--- src/rtl/alu_pkg.sv ---
// Shared types and encodings for the ALU command sequencer and its FIFO.
package alu_pkg;

  localparam int unsigned DATA_W     = 8;
  localparam int unsigned OP_W       = 3;
  localparam int unsigned IN_SEL_W   = 3;
  localparam int unsigned OUT_SEL_W  = 7;
  localparam int unsigned FIFO_DEPTH = 2;
  localparam int unsigned CNT_W      = 2;

  typedef enum logic [1:0] {
    ALU_OFF       = 2'b00,
    ALU_READY     = 2'b01,
    ALU_RUN       = 2'b10,
    ALU_RUN_ERROR = 2'b11
  } alu_state_e;

  localparam logic [IN_SEL_W-1:0] IN_SEL_PERSIST = 3'b100;
  localparam logic [IN_SEL_W-1:0] IN_SEL_LOAD    = 3'b010;
  localparam logic [IN_SEL_W-1:0] IN_SEL_RESET   = 3'b001;

  typedef enum logic [OP_W-1:0] {
    OP_AND     = 3'd0,
    OP_OR      = 3'd1,
    OP_NOT     = 3'd2,
    OP_XOR     = 3'd3,
    OP_ADD     = 3'd4,
    OP_SUB     = 3'd5,
    OP_MUL     = 3'd6,
    OP_ILLEGAL = 3'd7
  } alu_op_e;

  typedef enum logic [1:0] {
    SEQ_IDLE  = 2'd0,
    SEQ_ISSUE = 2'd1,
    SEQ_WAIT  = 2'd2,
    SEQ_RESP  = 2'd3
  } seq_state_e;

  typedef struct packed {
    alu_op_e             op;
    logic [DATA_W-1:0]   a;
    logic [DATA_W-1:0]   b;
    logic                chain;
  } alu_cmd_t;

  // One-hot output selector for a legal opcode; bit 0 is AND.
  function automatic logic [OUT_SEL_W-1:0] op_onehot(input alu_op_e op);
    return OUT_SEL_W'(1) << op;
  endfunction

endpackage

--- src/rtl/alu_sequencer_if.sv ---
// Command and response handshake bundle between host and sequencer.
interface alu_sequencer_if;
  import alu_pkg::*;

  logic                cmd_valid;
  logic                cmd_ready;
  logic [OP_W-1:0]     cmd_op;
  logic [DATA_W-1:0]   cmd_a;
  logic [DATA_W-1:0]   cmd_b;
  logic                cmd_chain;
  logic                rsp_valid;
  logic                rsp_ready;
  logic [DATA_W-1:0]   rsp_data;
  logic                rsp_err;

  modport master (
    output cmd_valid, cmd_op, cmd_a, cmd_b, cmd_chain, rsp_ready,
    input  cmd_ready, rsp_valid, rsp_data, rsp_err
  );

  modport slave (
    input  cmd_valid, cmd_op, cmd_a, cmd_b, cmd_chain, rsp_ready,
    output cmd_ready, rsp_valid, rsp_data, rsp_err
  );

endinterface

--- src/rtl/alu_cmd_fifo.sv ---
// 2-deep first-word-fall-through command FIFO with a registered ready flag.
module alu_cmd_fifo
  import alu_pkg::*;
(
  input  logic             clk,
  input  logic             rst,
  input  logic             i_push,
  input  logic             i_pop,
  input  alu_cmd_t         i_data,
  output alu_cmd_t         o_head_c,
  output logic [CNT_W-1:0] o_count,
  output logic [CNT_W-1:0] o_count_nxt_c,
  output logic             o_ready
);

  alu_cmd_t         r_mem [FIFO_DEPTH];
  logic             r_wr_ptr;
  logic             r_rd_ptr;
  logic [CNT_W-1:0] r_count;
  logic             r_ready;
  logic [CNT_W-1:0] w_count_nxt;

  assign w_count_nxt = r_count + CNT_W'(i_push) - CNT_W'(i_pop);

  always_ff @(posedge clk) begin
    if (i_push) begin
      r_mem[r_wr_ptr] <= i_data;
    end
  end

  // Ready looks at the next count so a push into the last slot closes it at once.
  always_ff @(posedge clk) begin
    if (rst) begin
      r_wr_ptr <= 1'b0;
      r_rd_ptr <= 1'b0;
      r_count  <= '0;
      r_ready  <= 1'b1;
    end else begin
      if (i_push) r_wr_ptr <= ~r_wr_ptr;
      if (i_pop)  r_rd_ptr <= ~r_rd_ptr;
      r_count <= w_count_nxt;
      r_ready <= (w_count_nxt != CNT_W'(FIFO_DEPTH));
    end
  end

  assign o_head_c      = r_mem[r_rd_ptr];
  assign o_count       = r_count;
  assign o_count_nxt_c = w_count_nxt;
  assign o_ready       = r_ready;

endmodule

--- src/rtl/alu_sequencer.sv ---
// Command-driven initiator for the 8-bit ALU: queues commands, drives ALU
// controls, captures result and error state, and returns a response.
module alu_sequencer
  import alu_pkg::*;
#(
  parameter bit ACC_CHAIN = 1'b1
) (
  input  logic                 clk,
  input  logic                 rst,
  alu_sequencer_if.slave       cmd_if,
  output logic                 o_alu_on,
  output logic [IN_SEL_W-1:0]  o_alu_in_sel,
  output logic [DATA_W-1:0]    o_alu_num1,
  output logic [DATA_W-1:0]    o_alu_num2,
  output logic [OUT_SEL_W-1:0] o_alu_out_sel,
  input  logic [DATA_W-1:0]    i_alu_result,
  input  logic [1:0]           i_alu_state,
  output logic                 o_busy
);

  seq_state_e           r_state;
  logic                 r_alu_on;
  logic                 r_busy;
  logic                 r_rsp_valid;
  logic                 r_rsp_err;
  logic [DATA_W-1:0]    r_rsp_data;
  logic [DATA_W-1:0]    r_acc;
  logic                 r_acc_vld;
  logic [IN_SEL_W-1:0]  r_in_sel;
  logic [OUT_SEL_W-1:0] r_out_sel;
  logic [DATA_W-1:0]    r_num1;
  logic [DATA_W-1:0]    r_num2;

  alu_cmd_t             w_cmd_in;
  alu_cmd_t             w_head;
  logic [CNT_W-1:0]     w_count;
  logic [CNT_W-1:0]     w_count_nxt;
  logic                 w_fifo_ready;
  logic                 w_push;
  logic                 w_pop;
  logic                 w_chain;
  logic                 w_bypass;
  logic                 w_rsp_fire;

  assign w_cmd_in = '{op:    alu_op_e'(cmd_if.cmd_op),
                      a:     cmd_if.cmd_a,
                      b:     cmd_if.cmd_b,
                      chain: cmd_if.cmd_chain};

  assign w_push     = cmd_if.cmd_valid && w_fifo_ready;
  assign w_pop      = (r_state == SEQ_IDLE) && (w_count != '0);
  assign w_chain    = ACC_CHAIN && w_head.chain;
  assign w_bypass   = (w_head.op == OP_ILLEGAL) || (w_chain && !r_acc_vld);
  assign w_rsp_fire = r_rsp_valid && cmd_if.rsp_ready;

  alu_cmd_fifo u_fifo (
    .clk           (clk),
    .rst           (rst),
    .i_push        (w_push),
    .i_pop         (w_pop),
    .i_data        (w_cmd_in),
    .o_head_c      (w_head),
    .o_count       (w_count),
    .o_count_nxt_c (w_count_nxt),
    .o_ready       (w_fifo_ready)
  );

  // Sequencer FSM; every ALU control and response output is a register.
  always_ff @(posedge clk) begin
    if (rst) begin
      r_state     <= SEQ_IDLE;
      r_alu_on    <= 1'b0;
      r_busy      <= 1'b0;
      r_rsp_valid <= 1'b0;
      r_rsp_err   <= 1'b0;
      r_rsp_data  <= '0;
      r_acc       <= '0;
      r_acc_vld   <= 1'b0;
      r_in_sel    <= IN_SEL_RESET;
      r_out_sel   <= op_onehot(OP_AND);
      r_num1      <= '0;
      r_num2      <= '0;
    end else begin
      if (w_push) r_alu_on <= 1'b1;
      r_busy <= (w_count_nxt != '0);
      case (r_state)
        SEQ_IDLE: begin
          if (w_pop) begin
            r_busy <= 1'b1;
            if (w_bypass) begin
              r_rsp_data  <= '0;
              r_rsp_err   <= 1'b1;
              r_rsp_valid <= 1'b1;
              r_state     <= SEQ_RESP;
            end else begin
              r_in_sel  <= IN_SEL_LOAD;
              r_num1    <= w_chain ? r_acc : w_head.a;
              r_num2    <= w_head.b;
              r_out_sel <= op_onehot(w_head.op);
              r_state   <= SEQ_ISSUE;
            end
          end
        end
        SEQ_ISSUE: begin
          r_busy  <= 1'b1;
          r_state <= SEQ_WAIT;
        end
        SEQ_WAIT: begin
          // ALU registers were loaded on the ISSUE edge; the result is stable now.
          r_busy      <= 1'b1;
          r_rsp_data  <= i_alu_result;
          r_rsp_err   <= (alu_state_e'(i_alu_state) == ALU_RUN_ERROR);
          r_acc       <= i_alu_result;
          r_acc_vld   <= 1'b1;
          r_rsp_valid <= 1'b1;
          r_in_sel    <= IN_SEL_RESET;
          r_out_sel   <= op_onehot(OP_AND);
          r_num1      <= '0;
          r_num2      <= '0;
          r_state     <= SEQ_RESP;
        end
        SEQ_RESP: begin
          if (w_rsp_fire) begin
            r_rsp_valid <= 1'b0;
            r_state     <= SEQ_IDLE;
          end else begin
            r_busy <= 1'b1;
          end
        end
        default: r_state <= SEQ_IDLE;
      endcase
    end
  end

  assign cmd_if.cmd_ready = w_fifo_ready;
  assign cmd_if.rsp_valid = r_rsp_valid;
  assign cmd_if.rsp_data  = r_rsp_data;
  assign cmd_if.rsp_err   = r_rsp_err;
  assign o_alu_on         = r_alu_on;
  assign o_alu_in_sel     = r_in_sel;
  assign o_alu_num1       = r_num1;
  assign o_alu_num2       = r_num2;
  assign o_alu_out_sel    = r_out_sel;
  assign o_busy           = r_busy;

endmodule

--- src/flat_wrapper.sv ---
// flat-port wrapper written by rule: the top's interface ports become plain ports
module alu_sequencer_flat import alu_pkg::*;
#(
  parameter bit ACC_CHAIN = 1'b1
)
  (clk, rst, o_alu_on, o_alu_in_sel, o_alu_num1, o_alu_num2, o_alu_out_sel, i_alu_result, i_alu_state, o_busy, cmd_if_cmd_valid, cmd_if_cmd_op, cmd_if_cmd_a, cmd_if_cmd_b, cmd_if_cmd_chain, cmd_if_rsp_ready, cmd_if_cmd_ready, cmd_if_rsp_valid, cmd_if_rsp_data, cmd_if_rsp_err);
  alu_sequencer_if cmd_if_i ();
  input  logic clk;
  input  logic rst;
  output logic o_alu_on;
  output logic [IN_SEL_W-1:0] o_alu_in_sel;
  output logic [DATA_W-1:0] o_alu_num1;
  output logic [DATA_W-1:0] o_alu_num2;
  output logic [OUT_SEL_W-1:0] o_alu_out_sel;
  input  logic [DATA_W-1:0] i_alu_result;
  input  logic [1:0] i_alu_state;
  output logic o_busy;
  input wire logic [$bits(cmd_if_i.cmd_valid)-1:0] cmd_if_cmd_valid;
  input wire logic [$bits(cmd_if_i.cmd_op)-1:0] cmd_if_cmd_op;
  input wire logic [$bits(cmd_if_i.cmd_a)-1:0] cmd_if_cmd_a;
  input wire logic [$bits(cmd_if_i.cmd_b)-1:0] cmd_if_cmd_b;
  input wire logic [$bits(cmd_if_i.cmd_chain)-1:0] cmd_if_cmd_chain;
  input wire logic [$bits(cmd_if_i.rsp_ready)-1:0] cmd_if_rsp_ready;
  output wire logic [$bits(cmd_if_i.cmd_ready)-1:0] cmd_if_cmd_ready;
  output wire logic [$bits(cmd_if_i.rsp_valid)-1:0] cmd_if_rsp_valid;
  output wire logic [$bits(cmd_if_i.rsp_data)-1:0] cmd_if_rsp_data;
  output wire logic [$bits(cmd_if_i.rsp_err)-1:0] cmd_if_rsp_err;
  assign cmd_if_i.cmd_valid = cmd_if_cmd_valid;
  assign cmd_if_i.cmd_op = cmd_if_cmd_op;
  assign cmd_if_i.cmd_a = cmd_if_cmd_a;
  assign cmd_if_i.cmd_b = cmd_if_cmd_b;
  assign cmd_if_i.cmd_chain = cmd_if_cmd_chain;
  assign cmd_if_i.rsp_ready = cmd_if_rsp_ready;
  assign cmd_if_cmd_ready = cmd_if_i.cmd_ready;
  assign cmd_if_rsp_valid = cmd_if_i.rsp_valid;
  assign cmd_if_rsp_data = cmd_if_i.rsp_data;
  assign cmd_if_rsp_err = cmd_if_i.rsp_err;
  alu_sequencer #(.ACC_CHAIN(ACC_CHAIN)) u_core (.clk(clk), .rst(rst), .cmd_if(cmd_if_i), .o_alu_on(o_alu_on), .o_alu_in_sel(o_alu_in_sel), .o_alu_num1(o_alu_num1), .o_alu_num2(o_alu_num2), .o_alu_out_sel(o_alu_out_sel), .i_alu_result(i_alu_result), .i_alu_state(i_alu_state), .o_busy(o_busy));
endmodule
--- config.mk ---
export PLATFORM = sky130hd
export DESIGN_NAME = alu_sequencer_flat
export DESIGN_NICKNAME = d
export VERILOG_FILES = /design/src/rtl/alu_pkg.sv /design/src/rtl/alu_sequencer_if.sv /design/src/rtl/alu_cmd_fifo.sv /design/src/rtl/alu_sequencer.sv /design/src/flat_wrapper.sv
export SDC_FILE = /design/constraint.sdc
export NUM_CORES = 1
export LEC_CHECK = 0
export CELL_PAD_IN_SITES_DETAIL_PLACEMENT = 0
export CELL_PAD_IN_SITES_GLOBAL_PLACEMENT = 1
export CORE_MARGIN = 2
export CORE_UTILIZATION = 44
export CTS_CLUSTER_SIZE = 24
export DETAILED_ROUTE_END_ITERATION = 16
export GPL_TIMING_DRIVEN = 0
export HOLD_SLACK_MARGIN = 0.02
export PLACE_DENSITY = 0.87
export SETUP_SLACK_MARGIN = 0.3
export SYNTH_ARGS = -nofsm -noshare
export SYNTH_HDL_FRONTEND = slang
export SYNTH_SLANG_ARGS = --single-unit
--- constraint.sdc ---
create_clock -name clk -period 3.6 [get_ports clk]
set_clock_uncertainty 0.15 [all_clocks]
set_input_delay 0.72 -clock clk [delete_from_list [all_inputs] [get_ports clk]]
set_output_delay 0.72 -clock clk [all_outputs]
set_load 0.05 [all_outputs]
==> impl_results.md <==
- Outcome: finished clean
- TritonCTS Buffers: 9
- Worst min path class: register to register
- Via Count: 2377
- WS Path Type: register to register
- Post-synthesis sequential area ratio: 63.31%
- Slew @ Worst Pin: roughly 950 ps
- Non-Filler Instances: about 470
- Hold Buf Count CTS: 0
- Routed WL: 7219 µm
- Final slew viol count: 0
- Pwr Density: 693.1 nW/µm²
- Die W: 94.51 µm
- Die outline area: 8932 µm²
- Max Freq: about 400 MHz
- Worst vdd ir: 0.3183 mV
- Nets: ~400
- Ant diodes: 0
- CTS tree: built
- Crit-path max cell delay: 370 ps
- Fraction of layout cells with a size suffix above 1: 8.033%
- Reg clk slew, reported paths: 90 ps
- Initial core utilization: 44.54%
- Worst EP arrival: ~2600 ps
- Final Setup Violations: 0
- Most frequent cells in the layout: clkdlybuf4s50_1 (71), dfxtp_1 (54), edfxtp_1 (40)
- Remaining DRCs: 0
- Post-synth EDFFs: 40
- Worst-skew pair later-pin latency: 350 ps
- Yosys cell types: 42
- Largest net degree at the start of global routing: 21
- Root Driver: clkbuf_8
- Inst Count DP: 450
- Syn avg cell area: 13.20 µm²
- GRT overflow: 0
- Vias in the first global route: between 2k and 2.5k
- Initial antenna violation count: 0
- Setup Fix Bufs, Post-CTS: 0
- Row count: 33
- Critical path's slowest cell: dfxtp_1
- Tmin final: 2486 ps
- Asr flop ratio synth: 0%
- GRT Util Overall: 16.93%
- Clk buf depth: 2
- CP Cell Sequence: inv_1, ha_1, o21ai_1, inv_1, ha_1, inv_1, ha_1, xnor3_1, or3_1
- Antenna viol nets, final: 0
- YS warnings: 0
- Vias per inst: just over 5
- Final hold slack: approximately 300 ps
- Startpoint types: register
- Router iterations before antenna repair: 7
- Primary FF master, synth: dfxtp_1
- First-pass GRT wire length: 11340 µm
- # H-tree levels: 3
- Cell Area, Synth: around 3600 µm²
- Syn-to-layout area delta: 29.61%
- CTS Sinks: 94
- Max cap viols: 0
- Synth Register Bits: 94
- Leakage power: 1.712 nW
- Tcrit/Tclk final: 69.05%
- Port-buffer cells: 71
- Syn Inst Count: 273
- Syn nets: 314
- Slew HR: roughly 37%
- Num ports: 73
- Final hold violations: 0
- Core ar.: 8093 µm²
- Number of gates resized after cts: 0
- Die Y: 94.51 µm
- Critical path data required time: 3690 ps
- WL/cell: 15.49 µm
- Cell taking the most area after synthesis: edfxtp_1
- Detail Placement HPWL: 5070 µm
- Crit. End Element: register
- Synth top area share: 33.32%
- RD Place Congestion: 0.7822
- Initial DRC Count: 120
- Worst-path fanout max: 5
- RSZ-0062 raised after global routing: false
- Most common cell after layout, fill and taps aside: clkdlybuf4s50_1
- Top post-synthesis cells by area: edfxtp_1 (33%), dfxtp_1 (30%), mux2i_1 (7.2%), o2bb2ai_1 (3.9%), ha_1 (2.4%)
- Setup TNS: 0 ps
## worst paths after layout
path / depth (start not counted) / startpoint / slack, ps / to
worst max register to register: 9 / u_core.r_state[0] / 1110 / u_core.u_fifo.o_ready
worst min register to register: 2 / u_core.o_alu_in_sel[0] / 300 / u_core.o_alu_in_sel[0]
worst min-delay path: 2 / u_core.o_alu_in_sel[0] / 300 / u_core.o_alu_in_sel[0]
worst max-delay path: 9 / u_core.r_state[0] / 1110 / u_core.u_fifo.o_ready
## stage by stage
| stage | power [mW] | util [%] | worst slack (ps) | area (µm²) |
|---|---|---|---|---|
| finish | 3.238 | 57.73 | 1114 | 4672 |
| detailed placement | 2.522 | 55.16 | 900.0 | 4464 |
| floorplan | 2.187 | - | 1327 | 3605 |
| global placement | 2.498 | 54.95 | 328.7 | 4447 |
| global route | 3.409 | 57.73 | 960.9 | 4672 |
| CTS | 3.259 | 57.73 | 1125 | 4672 |
## per-layer routing
metal,GRT usage (%),vias up,wire length (µm)
met3,2.953,6,363
met2,27.62,68,3479
met1,22.22,1122,3306
met5,0,-,0
met4,7.488,0,70
li1,-,1181,-
## state kept, by name (all words and copies together) (netlist names), named ones only
name,flops
u_core.r_acc_vld,1
u_core.cmd_if.rsp_data,8
u_core.u_fifo.o_count,2
u_core.cmd_if.rsp_err,1
u_core.o_alu_in_sel,2
u_core.o_alu_num2,8
u_core.u_fifo.r_rd_ptr,1
u_core.u_fifo.r_mem,40
u_core.o_alu_out_sel,7
u_core.cmd_if.rsp_valid,1
u_core.r_acc,8
u_core.o_alu_num1,8
u_core.u_fifo.r_wr_ptr,1
u_core.o_alu_on,1
u_core.o_busy,1
u_core.r_state,2
u_core.u_fifo.o_ready,1
## critical path, delay by kind of cell (launching register included)
| family | cells | cell delay [ps] |
|---|---|---|
| AO/OA/AOI/OAI | 1 | 260 |
| XOR/XNOR | 1 | 230 |
| adder cells (fa/ha/maj) | 3 | 710 |
| buffers and inverters | 3 | 340 |
| flip-flops | 1 | 370 |
| AND/OR/NAND/NOR | 1 | 320 |
## logic make-up (layout without fill, tap and decap cells)
kind of cell / after synthesis / after routing / share of synthesized area (%)
adders and majority gates: 7 / 7 / 2.430
other: 1 / 1 / 0.1040
muxes: 29 / 29 / 8.157
DFF: 94 / 94 / 63.31
buffers and inverters: 25 / 113 / 3.193
xor gates and xnor gates: 3 / 3 / 1.111
AOI/OAI and AO/OA: 51 / 51 / 12.39
and+or+nand+nor: 63 / 63 / 9.303
## cell type report
class                           instances  area [µm²]
Fill cell                             705        3421
Tap cell                              105       131.4
Timing Repair Buffer                   72       725.7
Sequential cell                        94        2282
Buffer                                 15       77.57
Inverter                               10       37.54
Multi-Input combinational cell        154        1210
Clock inverter                          4       72.57
Clock buffer                           12       135.1
## synthesized netlist by cell type, types with 2 or more instances
cell       number
a211oi_1        2
a21o_1          2
a21oi_1         4
a222oi_1        8
a32o_1          6
buf_1           2
buf_2           5
buf_4           2
clkbuf_1        5
dfxtp_1        54
edfxtp_1       40
ha_1            7
inv_1          10
mux2_2          3
mux2i_1        26
nand2_1         9
nand2b_1       11
nand3b_1        9
nor2_1         21
nor2b_1         5
o21ai_0         2
o2bb2ai_1      16
o31ai_1         3
o32ai_1         2
xor2_1          2
## report_power, final
part           internal [mW]  leakage [nW]  switching (mW)
registers               1.29         0.814          0.0861
clock network          0.392         0.102           0.348
logic                  0.443         0.797           0.682
(Power assumes the default switching activity.)
